`src/rtl/bus_arbiter_n.sv`:
```
// N-channel Wishbone classic bus arbiter.
// Grants one of NCH request channels onto a single Wishbone master port,
// using either fixed (highest index wins) or round-robin priority.
// A flushed channel's in-flight cycle is drained, never aborted, so the
// slave always sees a complete handshake. A watchdog ends cycles the
// slave never acknowledges and reports them to the owning channel as an
// error completion.
module bus_arbiter_n #(
  parameter int NCH       = 2,
  parameter int AW        = 32,
  parameter int DW        = 32,
  parameter int SELW      = DW / 8,
  parameter int PRIO_MODE = 0,
  parameter int TIMEOUT   = 255
) (
  input  logic                 clk,
  input  logic                 rst,
  input  logic [NCH-1:0]       ch_req_i,
  input  logic [NCH-1:0]       ch_we_i,
  input  logic [NCH*AW-1:0]    ch_addr_i,
  input  logic [NCH*DW-1:0]    ch_data_i,
  input  logic [NCH*SELW-1:0]  ch_sel_i,
  input  logic [NCH-1:0]       ch_flush_i,
  output logic [NCH*DW-1:0]    ch_data_o,
  output logic [NCH-1:0]       ch_done_o,
  output logic [NCH-1:0]       ch_err_o,
  output logic [NCH-1:0]       ch_stall_req_o,
  output logic                 wb_cyc_o,
  output logic                 wb_stb_o,
  output logic                 wb_we_o,
  output logic [AW-1:0]        wb_addr_o,
  output logic [DW-1:0]        wb_data_o,
  output logic [SELW-1:0]      wb_sel_o,
  input  logic [DW-1:0]        wb_data_i,
  input  logic                 wb_ack_i
);

  localparam int IW = (NCH > 1) ? $clog2(NCH) : 1;
  localparam int CW = (TIMEOUT > 1) ? $clog2(TIMEOUT) : 1;

  typedef enum logic [1:0] {
    IDLE,
    BUSY,
    DRAIN
  } state_t;

  state_t          state;
  logic [IW-1:0]   grant_q;
  logic [IW-1:0]   rr_ptr;
  logic [CW-1:0]   wd_cnt;

  logic [NCH-1:0]  eligible;
  logic            grant_valid;
  logic [IW-1:0]   grant_idx;
  logic [IW-1:0]   cand;
  logic            wd_hit;
  logic            cycle_end;
  logic [IW-1:0]   next_ptr;

  // A channel stalls while it wants the bus and has not yet seen its done
  // pulse; the same vector decides who may be granted, so a channel still
  // holding its request during its own done cycle is not granted again.
  assign ch_stall_req_o = ch_req_i & ~ch_flush_i & ~ch_done_o;
  assign eligible       = ch_stall_req_o;

  // Watchdog expires on the TIMEOUT-th cycle spent in BUSY/DRAIN.
  assign wd_hit    = (TIMEOUT != 0) && (int'(wd_cnt) == TIMEOUT - 1);
  assign cycle_end = (state != IDLE) && (wb_ack_i || wd_hit);
  assign next_ptr  = (grant_q == IW'(NCH - 1)) ? '0 : grant_q + IW'(1);

  // Grant selection: fixed priority or first eligible at/after the pointer.
  always_comb begin
    // NOTE: every variable gets a default first so no path infers a latch.
    grant_valid = 1'b0;
    grant_idx   = '0;
    cand        = '0;
    if (PRIO_MODE == 0) begin
      // Ascending scan: the last hit, i.e. the highest index, wins.
      for (int i = 0; i < NCH; i++) begin
        cand = IW'(i);
        if (eligible[cand]) begin
          grant_valid = 1'b1;
          grant_idx   = cand;
        end
      end
    end else begin
      // Descending offset scan: the last hit is the nearest to the pointer.
      for (int off = NCH - 1; off >= 0; off--) begin
        cand = IW'((int'(rr_ptr) + off) % NCH);
        if (eligible[cand]) begin
          grant_valid = 1'b1;
          grant_idx   = cand;
        end
      end
    end
  end

  // Bus FSM with registered Wishbone outputs and per-channel completions.
  always_ff @(posedge clk or negedge rst) begin
    if (!rst) begin
      // NOTE: all state, including the per-channel read-data registers, is
      // reset so nothing visible on the ports is ever undefined.
      state     <= IDLE;
      grant_q   <= '0;
      rr_ptr    <= '0;
      wd_cnt    <= '0;
      wb_cyc_o  <= 1'b0;
      wb_stb_o  <= 1'b0;
      wb_we_o   <= 1'b0;
      wb_addr_o <= '0;
      wb_data_o <= '0;
      wb_sel_o  <= '0;
      ch_data_o <= '0;
      ch_done_o <= '0;
      ch_err_o  <= '0;
    end else begin
      // NOTE: non-blocking assignments throughout, so every read below sees
      // the pre-edge value regardless of statement order.
      ch_done_o <= '0;
      ch_err_o  <= '0;
      if (state == IDLE) begin
        wd_cnt <= '0;
        if (grant_valid) begin
          state     <= BUSY;
          grant_q   <= grant_idx;
          wb_cyc_o  <= 1'b1;
          wb_stb_o  <= 1'b1;
          wb_we_o   <= ch_we_i[grant_idx];
          wb_addr_o <= ch_addr_i[grant_idx*AW +: AW];
          wb_data_o <= ch_data_i[grant_idx*DW +: DW];
          wb_sel_o  <= ch_sel_i[grant_idx*SELW +: SELW];
        end
      end else if (cycle_end) begin
        // Ack or watchdog: the Wishbone cycle ends here in either state.
        state    <= IDLE;
        wb_cyc_o <= 1'b0;
        wb_stb_o <= 1'b0;
        wd_cnt   <= '0;
        rr_ptr   <= next_ptr;
        // Only a channel that still owns its request gets a completion;
        // a drained or same-cycle-flushed transfer is silently discarded.
        if (state == BUSY && !ch_flush_i[grant_q]) begin
          ch_done_o[grant_q] <= 1'b1;
          if (wb_ack_i) begin
            if (!wb_we_o) begin
              ch_data_o[grant_q*DW +: DW] <= wb_data_i;
            end
          end else begin
            ch_err_o[grant_q]           <= 1'b1;
            ch_data_o[grant_q*DW +: DW] <= '0;
          end
        end
      end else begin
        // Cycle still open: keep cyc/stb up, and move to DRAIN if the owner
        // walks away so the slave's eventual ack is absorbed here.
        wd_cnt <= wd_cnt + CW'(1);
        if (ch_flush_i[grant_q]) begin
          state <= DRAIN;
        end
      end
    end
  end

endmodule
```
`config.mk`:
```
export PLATFORM = sky130hd
export DESIGN_NAME = bus_arbiter_n
export DESIGN_NICKNAME = d
export VERILOG_FILES = /design/src/rtl/bus_arbiter_n.sv
export SDC_FILE = /design/constraint.sdc
export NUM_CORES = 1
export LEC_CHECK = 0
export CAP_MARGIN = 5
export CORE_ASPECT_RATIO = 0.9
export CORE_MARGIN = 1.5
export CORE_UTILIZATION = 39
export CTS_CLUSTER_SIZE = 40
export DETAILED_ROUTE_END_ITERATION = 10
export PLACE_DENSITY = 0.76
export RECOVER_POWER = 25
export SLEW_MARGIN = 20
export SYNTH_ARGS = -nofsm -noshare
export SYNTH_HDL_FRONTEND = slang
export SYNTH_SLANG_ARGS = --single-unit
```
`constraint.sdc`:
```
create_clock -name clk -period 1.63 [get_ports clk]
set_input_delay 0.163 -clock clk [delete_from_list [all_inputs] [get_ports clk]]
set_output_delay 0.163 -clock clk [all_outputs]
set_load 0.05 [all_outputs]
```
==> results.py <==
metrics = {
    "drt": {
        "vias_per_cell": 5.142,
        "drt_iter0_drcs": 235,
        "wl_per_cell_um": 19.03,
        "dr.pass1.iters": 4,
        "post-route-drc-count": 0,
        "vias": 6448,
        "ant_nets": 0,
        "postRouteWirelength_um": 23860,
    },
    "sta": {
        "timing.slew.headroom_pct": 22.05,
        "final.hold.worst_slack_ns": 0.3557,
        "final-setup-viol-count": 71,
        "max_clock_skew_ns": 0.01384,
        "timing_worst_slew_pin_value_ns": 1.169,
        "final-hold-violation-count": 0,
        "rsz0062_at_grt": "yes",
        "final_min_period_over_clock_period_pct": 117.7,
        "fmax_ghz": 0.5214,
        "final_period_minus_worst_setup_slack_ns": 1.918,
        "finalMaxSlewViolations": 0,
        "finalWorstSetupSlack_ns": -0.2880,
    },
    "grt": {
        "grt_antenna_before_repair": 0,
        "grt_remaining_overflow": 0,
        "grt_pass1_vias": 6444,
        "gr-usage-all-layers_pct": 23.83,
        "grt_start_max_net_pins": 65,
        "grt_first_pass_wirelength_um": 35890,
    },
    "floorplan": {
        "die_width_um": 146.7,
        "core_area_um2": 18290,
        "floorplan.die.height_um": 132.4,
        "num_io_pins": 318,
        "floorplan.rows": 47,
        "floorplan.die_area_um2": 19420,
        "initial_core_util_pct": 39.65,
    },
    "synth": {
        "synth_flop_cell": "sky130_fd_sc_hd__dfrtp_1",
        "yosys-mux-area-fraction_pct": 21.62,
        "netlist_cell_types": 37,
        "synth-edff-count": 0,
        "post_syn_area_um2": 7252,
        "seq_area_frac_synth_pct": 51.41,
        "syn_nets": 830,
        "synth_fa_ha_area_share_pct": 0.3451,
        "async_flop_share_pct": 100.0,
        "synthCells": 651,
        "synth.avg_cell_area_um2": 11.14,
        "synth_compound_area_share_pct": 7.954,
        "synth-seq-cells": 149,
        "synth-warning-count": 0,
        "post_synth_and_or_nand_nor_area_fraction_pct": 13.82,
        "synthXorXnorAreaFrac_pct": 0.3623,
        "largest_family_of_logic_cells_by_synthesized_area": "multiplexers",
    },
    "status": {
        "run_status": "complete, but fails checks",
        "failed_checks": "setup timing",
    },
    "hold_path": {
        "hold_path_class": "primary input to flop",
    },
    "clock_tree": {
        "clk_transition_reported_paths_ns": 0.06,
        "longest_clk_path_bufs": 2,
        "worstSkewPairLatency_ns": 0.42,
        "clock_tree.htree_level_count": 4,
        "tritoncts.num_buffers": 17,
        "cts_tree": "done",
        "tritoncts_num_sinks": 149,
        "cts.root.buffer_cell": "sky130_fd_sc_hd__clkbuf_16",
    },
    "critical_path": {
        "cp_data_arrival_time_ns": 2.21,
        "worstPathMaxFanout": 8,
        "worstPathRequired_ns": 1.93,
        "timing_worst_setup_path_type": "flop to flop",
        "crit_path_end_kind": "flop",
        "timing.critical_path.from_type": "flop",
    },
    "power_and_ir_drop": {
        "p_leak_nw": 5.237,
        "power_per_cell_area_nw_per_um2": 1641,
        "worst_ir_drop_vdd_v": 0.0007596,
    },
    "placement": {
        "routabilityCongestion": 0.8410,
        "port_buffers": 317,
        "dpl.cell_count": 1207,
        "placed_area_um2": 10680,
        "hpwl_um": 16460,
    },
    "flow_run": {
        "max_cap_violations": 0,
    },
    "cells_and_area": {
        "areaGrowthSynthToFinish_pct": 59.47,
        "drive_above_1_share_pct": 38.06,
        "final_nets": 1175,
        "filler_cell_count": 1480,
        "layout.cells.most_common_list": "175 x sky130_fd_sc_hd__clkdlybuf4s50_1, 169 x sky130_fd_sc_hd__buf_4, 147 x sky130_fd_sc_hd__dfrtp_1",
        "finalInstanceArea_um2": 11560,
        "post_layout_nonfiller_instances": 1254,
        "final_common_cell": "sky130_fd_sc_hd__clkdlybuf4s50_1",
        "diodes": 0,
    },
}
-- sequential cells by signal, summed over array words and instances, names as in the netlist, 2 cells and up --
signal	cells
ch_done_o	2
wb_sel_o	4
wb_addr_o	32
ch_data_o	64
state	2
wd_cnt	8
ch_err_o	2
wb_data_o	32
-- repair_timing --
| item | in CTS | in global routing |
|---|---|---|
| setup buffers | 3 | 5 |
| pin swaps | 3 | 4 |
| gates resized for setup | 21 | 11 |
| cloned | 2 | 4 |
| setup endpoints to repair | 71 | 136 |
| endpoints found under the hold margin | 35 | 0 |
| hold buffers | 1 | 0 |
-- worst paths after layout --
path	start	end	slack, ns	depth (start not counted)
max	ch_done_o[1]$_DFF_PN0_	wb_data_o[8]$_DFFE_PN0P_	-0.29	5
min reg2reg	wb_data_o[13]$_DFFE_PN0P_	wb_data_o[13]$_DFFE_PN0P_	0.51	1
min	wb_data_i[19]	ch_data_o[51]$_DFFE_PN0P_	0.36	3
min in group asynchronous	rst	ch_data_o[18]$_DFFE_PN0P_	0.52	2
max reg2reg	ch_done_o[1]$_DFF_PN0_	wb_data_o[8]$_DFFE_PN0P_	-0.29	5
max in group asynchronous	rst	ch_done_o[0]$_DFF_PN0_	0.20	3
-- stage by stage --
stage / util (%) / setup WS [ns] / TNS, ns / total power, mW
final: 63.23 / -0.2880 / -17.37 / 18.98
after floorplan: - / -0.3332 / -23.73 / 11.55
after detailed placement: 58.40 / -0.4985 / -37.02 / 15.01
after CTS: 62.52 / -0.3269 / -20.48 / 19.06
after global routing: 63.23 / -0.3218 / -20.27 / 19.76
after global placement: 58.40 / -0.4448 / -32.94 / 14.86
-- report_power, final --
part           internal (mW)  switching [mW]  total, mW
Clock                   2.25            1.58       3.83
Sequential              4.78           0.692       5.47
Combinational           3.60            6.08       9.68
Total                   10.6            8.35       19.0
-- area by class of cell --
cell class	count	area, µm²	share of cell area, %
Clock buffer	20	436.7	3.776
Clock inverter	12	130.1	1.125
Inverter	5	21.27	0.1839
Multi-Input combinational cell	445	3346	28.93
Sequential cell	149	3731	32.26
Tap cell	245	306.5	2.651
Timing Repair Buffer	378	3593	31.07
-- worst max-delay path: stages, from the launching register on --
cell	delay, ns
sky130_fd_sc_hd__dfrtp_2	0.42
sky130_fd_sc_hd__or3b_4	0.49
sky130_fd_sc_hd__buf_16	0.19
sky130_fd_sc_hd__buf_12	0.13
sky130_fd_sc_hd__mux2_2	0.29
sky130_fd_sc_hd__mux2_2	0.27
-- Yosys cell counts (2+ instances only) --
master / instances / area, µm²
sky130_fd_sc_hd__dfrtp_1: 149 / 3729
sky130_fd_sc_hd__mux2_2: 137 / 1543
sky130_fd_sc_hd__nand2_1: 130 / 488.0
sky130_fd_sc_hd__nand3_1: 68 / 340.3
sky130_fd_sc_hd__o211ai_1: 65 / 488.0
sky130_fd_sc_hd__clkbuf_1: 27 / 101.4
sky130_fd_sc_hd__buf_6: 11 / 123.9
sky130_fd_sc_hd__buf_4: 6 / 45.04
sky130_fd_sc_hd__o21ai_0: 6 / 30.03
sky130_fd_sc_hd__buf_2: 5 / 25.02
sky130_fd_sc_hd__inv_1: 5 / 18.77
sky130_fd_sc_hd__nor2_1: 5 / 18.77
sky130_fd_sc_hd__a21oi_1: 3 / 15.01
sky130_fd_sc_hd__buf_1: 3 / 11.26
sky130_fd_sc_hd__or3_1: 3 / 18.77
sky130_fd_sc_hd__and2_1: 2 / 12.51
sky130_fd_sc_hd__ha_1: 2 / 25.02
sky130_fd_sc_hd__nand4_1: 2 / 12.51
sky130_fd_sc_hd__nor2b_1: 2 / 12.51
sky130_fd_sc_hd__nor4_1: 2 / 12.51
sky130_fd_sc_hd__xor2_1: 2 / 17.52
-- logic make-up (layout without fill, tap and decap cells) --
logic type | after synthesis | after routing
xor+xnor | 3 | 3
flops | 149 | 149
buf+inv | 57 | 415
mux | 139 | 139
fa+ha+maj | 2 | 2
compound gates | 78 | 78
simple gates | 223 | 223
-- per-layer routing --
| metal | part of all wire [%] | track usage (%) |
|---|---|---|
| met3 | 6.9 | 6.540 |
| met5 | 0 | 0 |
| met2 | 52 | 41.19 |
| met1 | 40 | 28.92 |
| met4 | 1.8 | 7.295 |
Power figures use the tool's default switching activity.
